$ cat src/rtl/mantissa_divider_seq.sv
// Sequential radix-2 restoring divider for normalised significands (1.m1 / 1.m2).
// Produces one quotient bit per cycle, then normalises and rounds (RNE or truncate).
module mantissa_divider_seq #(
    parameter int WIDTH = 23
) (
    input  logic             clk,
    input  logic             reset,
    input  logic             in_valid,
    output logic             in_ready,
    input  logic [WIDTH-1:0] m1,
    input  logic [WIDTH-1:0] m2,
    input  logic             rne,
    output logic             out_valid,
    input  logic             out_ready,
    output logic [WIDTH-1:0] m3,
    output logic             decrement_exponent,
    output logic             inexact,
    output logic [1:0]       dbg_state
);

    localparam int CW = $clog2(WIDTH + 3);

    typedef enum logic [1:0] {
        S_IDLE   = 2'd0,
        S_DIVIDE = 2'd1,
        S_ROUND  = 2'd2,
        S_DONE   = 2'd3
    } state_t;

    state_t           r_state;
    state_t           w_next;
    logic [WIDTH+1:0] r_rem;
    logic [WIDTH:0]   r_div;
    logic [WIDTH+2:0] r_q;
    logic [CW-1:0]    r_cnt;
    logic             r_rne;
    logic [WIDTH-1:0] r_m3;
    logic             r_dec;
    logic             r_inexact;

    logic             w_last;
    logic             w_ge;
    logic [WIDTH:0]   w_diff;
    logic [WIDTH+1:0] w_rem_next;
    logic [WIDTH-1:0] w_frac;
    logic             w_guard;
    logic             w_sticky;
    logic             w_dec;
    logic             w_up;
    logic             w_carry;
    logic [WIDTH-1:0] w_sum;

    // Handshakes: a transfer happens on a rising edge where valid and ready are both
    // high; valid never depends combinationally on ready, and outputs hold until taken.

    always_ff @(posedge clk) begin
        if (reset) begin
            r_state <= S_IDLE;
        end else begin
            r_state <= w_next;
        end
    end

    always_comb begin
        w_next    = r_state;
        in_ready  = 1'b0;
        out_valid = 1'b0;
        case (r_state)
            S_IDLE: begin
                in_ready = 1'b1;
                if (in_valid) w_next = S_DIVIDE;
            end
            S_DIVIDE: if (w_last) w_next = S_ROUND;
            S_ROUND:  w_next = S_DONE;
            S_DONE: begin
                out_valid = 1'b1;
                if (out_ready) w_next = S_IDLE;
            end
            default:  w_next = S_IDLE;
        endcase
    end

    assign w_last = (r_cnt == '0);

    // Partial remainder stays below 2D, so the subtraction fits in WIDTH+1 bits.
    assign w_ge       = (r_rem >= {1'b0, r_div});
    assign w_diff     = r_rem[WIDTH:0] - r_div;
    assign w_rem_next = w_ge ? {w_diff, 1'b0} : {r_rem[WIDTH:0], 1'b0};

    always_comb begin
        w_frac   = r_q[WIDTH+1:2];
        w_guard  = r_q[1];
        w_sticky = r_q[0] | (|r_rem);
        w_dec    = 1'b0;
        if (!r_q[WIDTH+2]) begin
            w_frac   = r_q[WIDTH:1];
            w_guard  = r_q[0];
            w_sticky = |r_rem;
            w_dec    = 1'b1;
        end
        w_up             = r_rne & w_guard & (w_sticky | w_frac[0]);
        {w_carry, w_sum} = {1'b0, w_frac} + {{WIDTH{1'b0}}, w_up};
    end

    always_ff @(posedge clk) begin
        if (reset) begin
            r_rem     <= '0;
            r_div     <= '0;
            r_q       <= '0;
            r_cnt     <= '0;
            r_rne     <= 1'b0;
            r_m3      <= '0;
            r_dec     <= 1'b0;
            r_inexact <= 1'b0;
        end else begin
            case (r_state)
                S_IDLE: begin
                    if (in_valid) begin
                        r_rem <= {1'b0, 1'b1, m1};
                        r_div <= {1'b1, m2};
                        r_rne <= rne;
                        r_q   <= '0;
                        r_cnt <= CW'(WIDTH + 2);
                    end
                end
                S_DIVIDE: begin
                    r_rem <= w_rem_next;
                    r_q   <= {r_q[WIDTH+1:0], w_ge};
                    if (!w_last) r_cnt <= r_cnt - CW'(1);
                end
                S_ROUND: begin
                    // A rounding carry-out wraps the fraction to zero; a sub-1 quotient
                    // then becomes exactly 1.0, so the exponent decrement is dropped.
                    r_m3      <= w_sum;
                    r_dec     <= w_dec & ~w_carry;
                    r_inexact <= w_guard | w_sticky;
                end
                default: ;
            endcase
        end
    end

    assign m3                 = r_m3;
    assign decrement_exponent = r_dec;
    assign inexact            = r_inexact;
    assign dbg_state          = r_state;

endmodule

$ cat config.mk
export PLATFORM = sky130hd
export DESIGN_NAME = mantissa_divider_seq
export DESIGN_NICKNAME = d
export VERILOG_FILES = /design/src/rtl/mantissa_divider_seq.sv
export SDC_FILE = /design/constraint.sdc
export NUM_CORES = 1
export LEC_CHECK = 0
export CAP_MARGIN = 20
export CORE_ASPECT_RATIO = 1.2
export CORE_MARGIN = 4
export CORE_UTILIZATION = 60
export DETAILED_ROUTE_END_ITERATION = 16
export GPL_TIMING_DRIVEN = 1
export PLACE_DENSITY = 0.85
export SLEW_MARGIN = 25
export SYNTH_ARGS = -nofsm -noshare
export SYNTH_HDL_FRONTEND = slang
export SYNTH_SLANG_ARGS = --single-unit
$ cat constraint.sdc
create_clock -name clk -period 8.9 [get_ports clk]
set_clock_uncertainty 0.05 [all_clocks]
set_input_delay 1.335 -clock clk [delete_from_list [all_inputs] [get_ports clk]]
set_output_delay 1.335 -clock clk [all_outputs]
set_load 0.03 [all_outputs]
# After elaboration in Yosys (flattened, before gate mapping)

Index checks and enable logic that the tools add are counted.

$add $sub $neg: 3
$mul: 0
Divide/modulo/power cells: 0
Order comparisons: 1
Eq/ne operators: 7
Shift-type cells: 0
Mux-type cells: 18
Bitwise operators: 7
Reduce and logical (&&, ||, !) cells: 8

Operators with widths:

| operator            | count |
|---|---|
| $pmux 26 s2         | 1 |
| $mux 25             | 2 |
| $pmux 25 s2         | 1 |
| $mux 26             | 1 |
| $ge 25x24->1        | 1 |
| $reduce_or 25->1    | 1 |
| $add 23x1->24       | 1 |
| $sub 24x24->24      | 1 |
| $mux 23             | 1 |
| $mux 5              | 2 |
| $pmux 5 s2          | 1 |
| $ne 2x2->1 const B  | 4 |
| $pmux 2 s4          | 1 |
| $mux 2              | 3 |
| $reduce_and 3->1    | 2 |
| $logic_not 5->1     | 1 |
| $mux 1              | 5 |
| $sub 5x1->5 const B | 1 |
| $eq 2x2->1 const B  | 2 |
| $reduce_and 2->1    | 2 |
| $and 1x1->1         | 3 |
| $or 1x1->1          | 3 |
| $eq 2x1->1 const B  | 1 |
| $logic_not 2->1     | 1 |
| 2 further kinds     | 2 |

Register bits: 108
Bits in latches: 0
RAM bits: 0
Bits in read-only memories: 0
Bits of input ports: 51
Output and inout bits: 29
Word-level logic and storage cells: 53
Memories: 0

# Longest topological paths before layout

Gate-level depths: netlist of run 1.

Depth after elaboration: 8
Depth in mapped cells: 14
Depth with buffers taken out: 13

# Worst setup path after synthesis of run 1

No wires, ideal clock.

Kind: register to register
Start point: register r_rem[0]
End point: register r_rem[17]
Library setup time: 0.086 ns
Arrival: 2.924 ns
Data required time: 8.764 ns
Slack: 5.840 ns
Cell stages (with the launch flop): 14
Buffers on the path: 0
Clock period less this slack: 3.060 ns
Cell sequence: dfxtp_1 > inv_1 > ha_1 > inv_1 > fa_1 > a21o_1 > a221o_1 > a2111oi_4 > nor3_2 > or3_1 > a21oi_1 > xnor2_1 > nand3_1 > a211oi_1

Word-level cells in the longest chain between the ends: 3
Elaborated cells on any way between the ends: 4
Those cells by class: add/sub (1); order compare (1); mux (2)

Ends and longest elaborated chain:

| item                                           | line   | RTL |
|---|---|---|
| start: declaration                             | 32     | `logic [WIDTH+1:0] r_rem;` |
| start signal: assignment                       | 119    | `r_rem <= {1'b0, 1'b1, m1};` |
| start signal: assignment                       | 127    | `r_rem <= w_rem_next;` |
| $sub 24x24->24 or $ge 25x24->1 (tied branches) | 87, 86 |  |
| $mux 25 *                                      | 88     | `assign w_rem_next = w_ge ? {w_diff, 1'b0} : {r_rem[WIDTH:0], 1'b0};` |
| $pmux 25 s2 *                                  | 116    | `case (r_state)` |

Mark *: on every way between the ends. The rest lies on a longest branch, timed or not.
A chain may end at the register's enable or synchronous reset.

# Worst setup path after layout of run 1

Start point: register r_rem[7]
End point: register r_rem[12]

The elaborated chain is that of the path after synthesis.

==> results.yml, run 1 <==
grt:
  grt_max_degree: 66
  track_usage_pct: 24.5
  grtUsageMet3_pct: 3.78
  grtUsageMet2_pct: 45.1
  grt_pass1_vias: 5724
  grt_util_met1_pct: 29.1
  grt_overflow_total: 0
  grt_pass1_wl_mm: 26.4
  busiest_layer: "met2"
  antenna_found_initial: 0
synthesis:
  ys.flop_type: "dfxtp_1"
  yosysTopAreaCell: "dfxtp_1"
  syn_area_sq_um: 6710
  synth.avg_cell_area_sq_um: 7.64
  ys_seq_area_share_pct: 32.2
  synth_top_family_by_area: "compound AO/OA/AOI/OAI gates"
  syn_nets: 961
  synth-seq-cells: 108
  netlist_instances: 878
  synth_edf_count: 0
  yosysWarnings: 0
  synth_top_area_share_pct: 32.2
  async_flop_share_pct: 0
  ys_types: 73
  synth-xor-area-share_pct: 4.18
  synth_compound_area_share_pct: 23.9
  yosys-top-cells-area: "dfxtp_1 32%, nand2_1 7.6%, a21oi_1 7.2%"
  synth_simple_gate_area_share_pct: 22.5
  synth.most_common_cell: "nand2_1"
  synth_common_cells: "135 x nand2_1, 108 x dfxtp_1, 97 x a21oi_1"
  synthMuxAreaShare_pct: 4.66
  synth_fa_ha_area_share_pct: 6.08
setup_path:
  worstSetupPathType: "flop to flop"
  start_kind: "flop"
  critPathMaxFanout: 18
  arrival_ns: 3.79
  crit_path_max_incr_delay_ns: 0.78
  crit_family: "compound AO/OA/AOI/OAI gates"
  cp.required_ns: 9.15
  cpMaxStageDelayCell: "o22a_1"
  crit_path_cell_trace: "ha_1 -> nand4_1 -> nor2_1 -> o21a_1 -> a211oi_2 -> a2111oi_4 -> o22a_1 -> mux2i_1 -> a2111oi_0 -> a31o_1"
  setup.worst_path.end_class: "flop"
  cp_num_buf_inv: 0
place:
  io_buffers: 79
  dpl.hpwl_mm: 11.1
  gp_congestion: 0.976
  dpl_cell_area_sq_um: 7470
final_layout:
  stdcell_area_sq_um: 7790
  n_fill_cell: 936
  multiInputGateArea_sq_um: 4130
  layout-drive-gt1-share_pct: 4.69
  nets: 996
  num_antenna_cells: 0
  regArea_sq_um: 2160
  area_delta_synth_final_pct: 16.1
sta:
  rsz0062_at_grt: "false"
  period_minus_slack_ns: 3.55
  finalSetupTns_ns: 0
  max_freq_mhz: 282
  hold_viol_final: 0
  finalSetupViolCount: 0
  tightest_slew_ns: 0.902
  period_share_pct: 39.8
  relSlewSlack_pct: 39.8
  drv_slew: 0
clock_network:
  post_cts_buffers: 0
  cts_num_sinks: 108
  cts_tree: "yes"
  clock-root-buffer: "clkbuf_16"
  clk_latency_ns: 0.35
  cts.repair.resized: 0
  cts-root-to-sink-buffers: 2
  clk_pin_slew_ns: 0.07
  hold_buffers: 0
  cts-htree-levels: 3
  numCtsBuffers: 9
detailed_routing:
  wl_per_cell_um: 15.1
  drc: 0
  drt_iter0_markers: 328
  wl_mm: 15.8
  ant_nets: 0
  vias_per_cell: 6.00
  first_pass_iters: 5
  via_count: 6295
floorplan:
  core_area_sq_um: 11000
  ios: 80
  rows: 42
  die-area_sq_um: 12900
  dieHeight_um: 124
  initial_core_util_pct: 61.1
  die_x_um: 105
status:
  outcome: "completed"
power:
  power_density_nw_per_um2: 372
  ir_drop_mv: 0.236
  leakagePower_nw: 2.87
hold_path:
  hp-class: "flop to flop"
flow_run:
  drv_cap: 0
==> per-layer routing <==
| layer | vias to the layer above | share of wire, % | wire length [um] |
|---|---|---|---|
| li1 | 3171 | - | - |
| met1 | 2923 | 42 | 6660 |
| met2 | 171 | 51 | 8130 |
| met3 | 30 | 4.5 | 710 |
| met4 | 0 | 1.9 | 301 |
| met5 | - | 0 | 0 |
==> state kept, by name, indices dropped and copies added, names as in the netlist <==
signal and cells:
r_rne 1, dbg_state 2, r_cnt 5, m3 23, r_div 24, decrement_exponent 1
inexact 1, r_q 26, r_rem 25
==> power by group <==
| group | switching (W) | internal [W] | total [W] |
|---|---|---|---|
| clock network | 0.000184 | 0.000235 | 0.000419 |
| logic | 0.00107 | 0.000727 | 0.00180 |
| registers | 0.0000974 | 0.000580 | 0.000678 |
==> stage by stage <==
step | total power (W) | hold WS, ns | utilization, % | setup slack, ns | std cells
final | 0.00290 | 0.403 | 70.9 | 5.35 | 1049
after CTS | 0.00287 | 0.407 | 70.8 | 5.44 | 1049
after floorplan | 0.00210 | 0.385 | - | 5.84 | 878
after global routing | 0.00311 | 0.424 | 70.9 | 5.05 | 1049
after global placement | 0.00242 | 0.393 | 68.0 | 5.27 | 1034
after detailed placement | 0.00245 | 0.398 | 68.0 | 5.23 | 1034
==> worst min-delay path: cells and delay by family, from the launching register on <==
| kind | cells | cell delay [ns] |
|---|---|---|
| compound gates | 1 | 0.05 |
| flops | 1 | 0.31 |
| simple gates | 1 | 0.05 |
==> final timing paths <==
kind                                   to  depth (start not counted)      start  slack, ns
worst max-delay path            r_rem[12]                         10   r_rem[7]       5.35
worst min-delay path            r_div[14]                          2  r_div[14]       0.40
worst max register to register  r_rem[12]                         10   r_rem[7]       5.35
worst min register to register  r_div[14]                          2  r_div[14]       0.40
==> cell families after synthesis <==
kind of cell             Yosys count
buffers and inverters            110
multiplexers                      31
adder cells (fa/ha/maj)           32
flip-flops                       108
AO/OA/AOI/OAI                    239
AND/OR/NAND/NOR                  326
XOR/XNOR                          32
==> cell type report <==
class                   count  area share, %
repair buffers             86           10.8
clock inverters             4          0.739
well taps                 132           2.12
multi-input cells         660           53.0
clock buffers              11           3.24
flip-flops and latches    108           27.8
inverters                  48           2.31
==> cells in the final DEF, fill, tap and decap left out, drive strengths merged, types with 5 or more instances in the layout <==
cell type,Yosys,final
nand2,136,136
dfxtp,108,108
a21oi,97,97
clkdlybuf4s50,0,78
nor2,68,68
inv,47,48
nand3,36,36
ha,31,31
mux2i,29,29
o21ai,25,25
xnor2,23,23
nor3,23,23
a211oi,21,21
a21o,17,17
o211ai,15,15
clkbuf,49,11
and3,10,10
nor4,10,10
xor2,9,9
nand2b,9,9
a32o,8,8
nand4,8,8
buf,13,8
a2111oi,7,7
a31oi,6,6
or3,6,6
a31o,6,6
nand3b,5,5
nor2b,5,5
o21a,5,5
(Power assumes the default switching activity.)
==> run 2: changes to the inputs <==
Settings changed: CORE_UTILIZATION 60 to 51, PLACE_DENSITY 0.85 to 0.77.
Clock period 8.9 ns to 3.2 ns, I/O delays scaled along.
==> results.yml, run 2 (synthesis results as in run 1) <==
setup_path:
  crit_path_cell_trace: "inv_2 -> ha_4 -> inv_2 -> fa_2 -> a21o_1 -> a221o_1 -> a2111oi_4 -> nor3_2 -> or3_1 -> a21oi_2 -> xnor2_1 -> nand3_1 -> a211oi_2"
  crit_family: "compound AO/OA/AOI/OAI gates"
  arrival_ns: 3.34
  start_kind: "flop"
  cp_num_buf_inv: 2
  cp_common_cell: "inv_2"
  cp.required_ns: 3.42
  setup.worst_path.end_class: "flop"
  crit_path_max_incr_delay_ns: 0.44
  critPathMaxFanout: 3
  cpMaxStageDelayCell: "a2111oi_4"
  worstSetupPathType: "flop to flop"
place:
  dpl.hpwl_mm: 12.2
  dpl_worst_slack_ns: 0.0319
  dpl_cell_area_sq_um: 7730
  io_buffers: 79
  placed_cells: 1093
  gp_congestion: 1.00
sta:
  finalSetupTns_ns: 0
  period_share_pct: 97.4
  finalSetupViolCount: 0
  drv_slew: 0
  tightest_slew_ns: 1.01
  hold_viol_final: 0
  setup_slack_ns: 0.0817
  period_minus_slack_ns: 3.12
  max_freq_mhz: 321
  rsz0062_at_grt: "true"
  relSlewSlack_pct: 32.4
floorplan:
  rows: 45
  core_area_sq_um: 12800
  initial_core_util_pct: 52.5
  die_x_um: 113
  ios: 80
  die-area_sq_um: 15100
  dieHeight_um: 134
clock_network:
  cts-htree-levels: 3
  clock-root-buffer: "clkbuf_16"
  cts_tree: "yes"
  cts_num_sinks: 108
  clk_latency_ns: 0.35
  clk_pin_slew_ns: 0.07
  cts-root-to-sink-buffers: 2
  numCtsBuffers: 9
detailed_routing:
  drt_iter0_markers: 355
  via_count: 6427
  wl_per_cell_um: 15.4
  first_pass_iters: 6
  wl_mm: 17.1
  ant_nets: 0
  vias_per_cell: 5.77
  drc: 0
flow_run:
  drv_cap: 0
final_layout:
  largest_register_ff_count: 26
  regArea_sq_um: 2160
  multiInputGateArea_sq_um: 4170
  layout-drive-gt1-share_pct: 9.06
  layout_commonest_cell: "nand2_1"
  final_core_util_pct: 63.4
  n_fill_cell: 1154
  num_antenna_cells: 0
  top_register: "r_q"
  area_delta_synth_final_pct: 20.9
  layout_common_cells: "135 x nand2_1, 106 x dfxtp_1, 96 x a21oi_1, 78 x clkdlybuf4s50_1, 68 x nor2_1"
  reg_top3: "r_q x26, r_rem x25, r_div x24"
  stdcell_count: 1113
  stdcell_area_sq_um: 8110
  nets: 1027
grt:
  grt_pass1_vias: 6018
  grt_max_degree: 83
  antenna_found_initial: 0
  grt_pass1_wl_mm: 28.2
  track_usage_pct: 22.2
  grt_overflow_total: 0
hold_path:
  hp-class: "flop to flop"
power:
  leakagePower_nw: 3.03
  p_sw_w: 0.00398
  pwr-share-seq_pct: 21.6
  ir_drop_mv: 0.577
  combPwrFrac_pct: 65.1
  pwr-share-clk_pct: 13.3
  p_int_w: 0.00465
  p_sw_share_pct: 46.1
  power_density_nw_per_um2: 1060
status:
  outcome: "completed"
-- run 2: cell types whose count changed in the layout (fill, tap and decap cells not counted), moves of 2 or more --
cell	previous run	this run
dfxtp_1	108	106
inv_1	46	44
inv_6	0	2
a211oi_2	1	4
clkinv_2	0	2
buf_4	8	38
a211oi_1	20	17
inv_2	1	3
dfxtp_2	0	2
-- run 2: worst paths after layout --
kind,startpoint,slack (ns),to,depth (start not counted)
max,r_rem[0],0.08,r_rem[17],13
min,r_div[10],0.40,r_div[10],2
max reg2reg,r_rem[0],0.08,r_rem[17],13
min reg2reg,r_div[10],0.40,r_div[10],2
-- run 2: power by group through the flow --
stage                     Sequential, W  Combinational, W  Clock [W]
final                           0.00186           0.00562    0.00115
after global routing            0.00190           0.00618    0.00121
after CTS                       0.00185           0.00538    0.00117
after detailed placement        0.00189           0.00533          0
after global placement          0.00188           0.00527          0
after floorplan                 0.00190           0.00394          0
-- run 2: worst register-to-register path, cell delays in order, from the launching register on --
cell and delay (ns):
dfxtp_2 0.32, inv_2 0.06, ha_4 0.13, inv_2 0.04
fa_2 0.36, a21o_1 0.18, a221o_1 0.37, a2111oi_4 0.44
nor3_2 0.11, or3_1 0.34, a21oi_2 0.15, xnor2_1 0.13
nand3_1 0.11, a211oi_2 0.25
-- run 2: through the flow --
step	hold WS (ns)	power (W)
floorplan	0.385	0.00585
global placement	0.392	0.00715
detailed placement	0.397	0.00722
CTS	0.407	0.00840
global route	0.425	0.00929
finish	0.405	0.00863
-- run 2: area by class of cell --
type | count | area share, %
clock buffer | 11 | 2.99
sequential | 108 | 26.7
multi-input combinational | 660 | 51.5
tap | 164 | 2.53
clock inverter | 5 | 0.710
timing repair buffer | 117 | 13.4
inverter | 48 | 2.22
-- run 2: routing by layer --
layer  up-vias  share of wire, %  GRT usage, %
li1       3245                 -             -
met1      2979                43          27.3
met2       172                51          40.3
met5         -                 0             0
met3        31               4.1          2.27
met4         0               1.9          6.95
-- run 2: what timing repair did --
| action | in CTS | in global routing |
|---|---|---|
| buffers inserted | 0 | 4 |
| pin swaps | 1 | 16 |
| setup endpoints to repair | 2 | 13 |
| hold buffers | 0 | 0 |
| resized for setup | 0 | 15 |
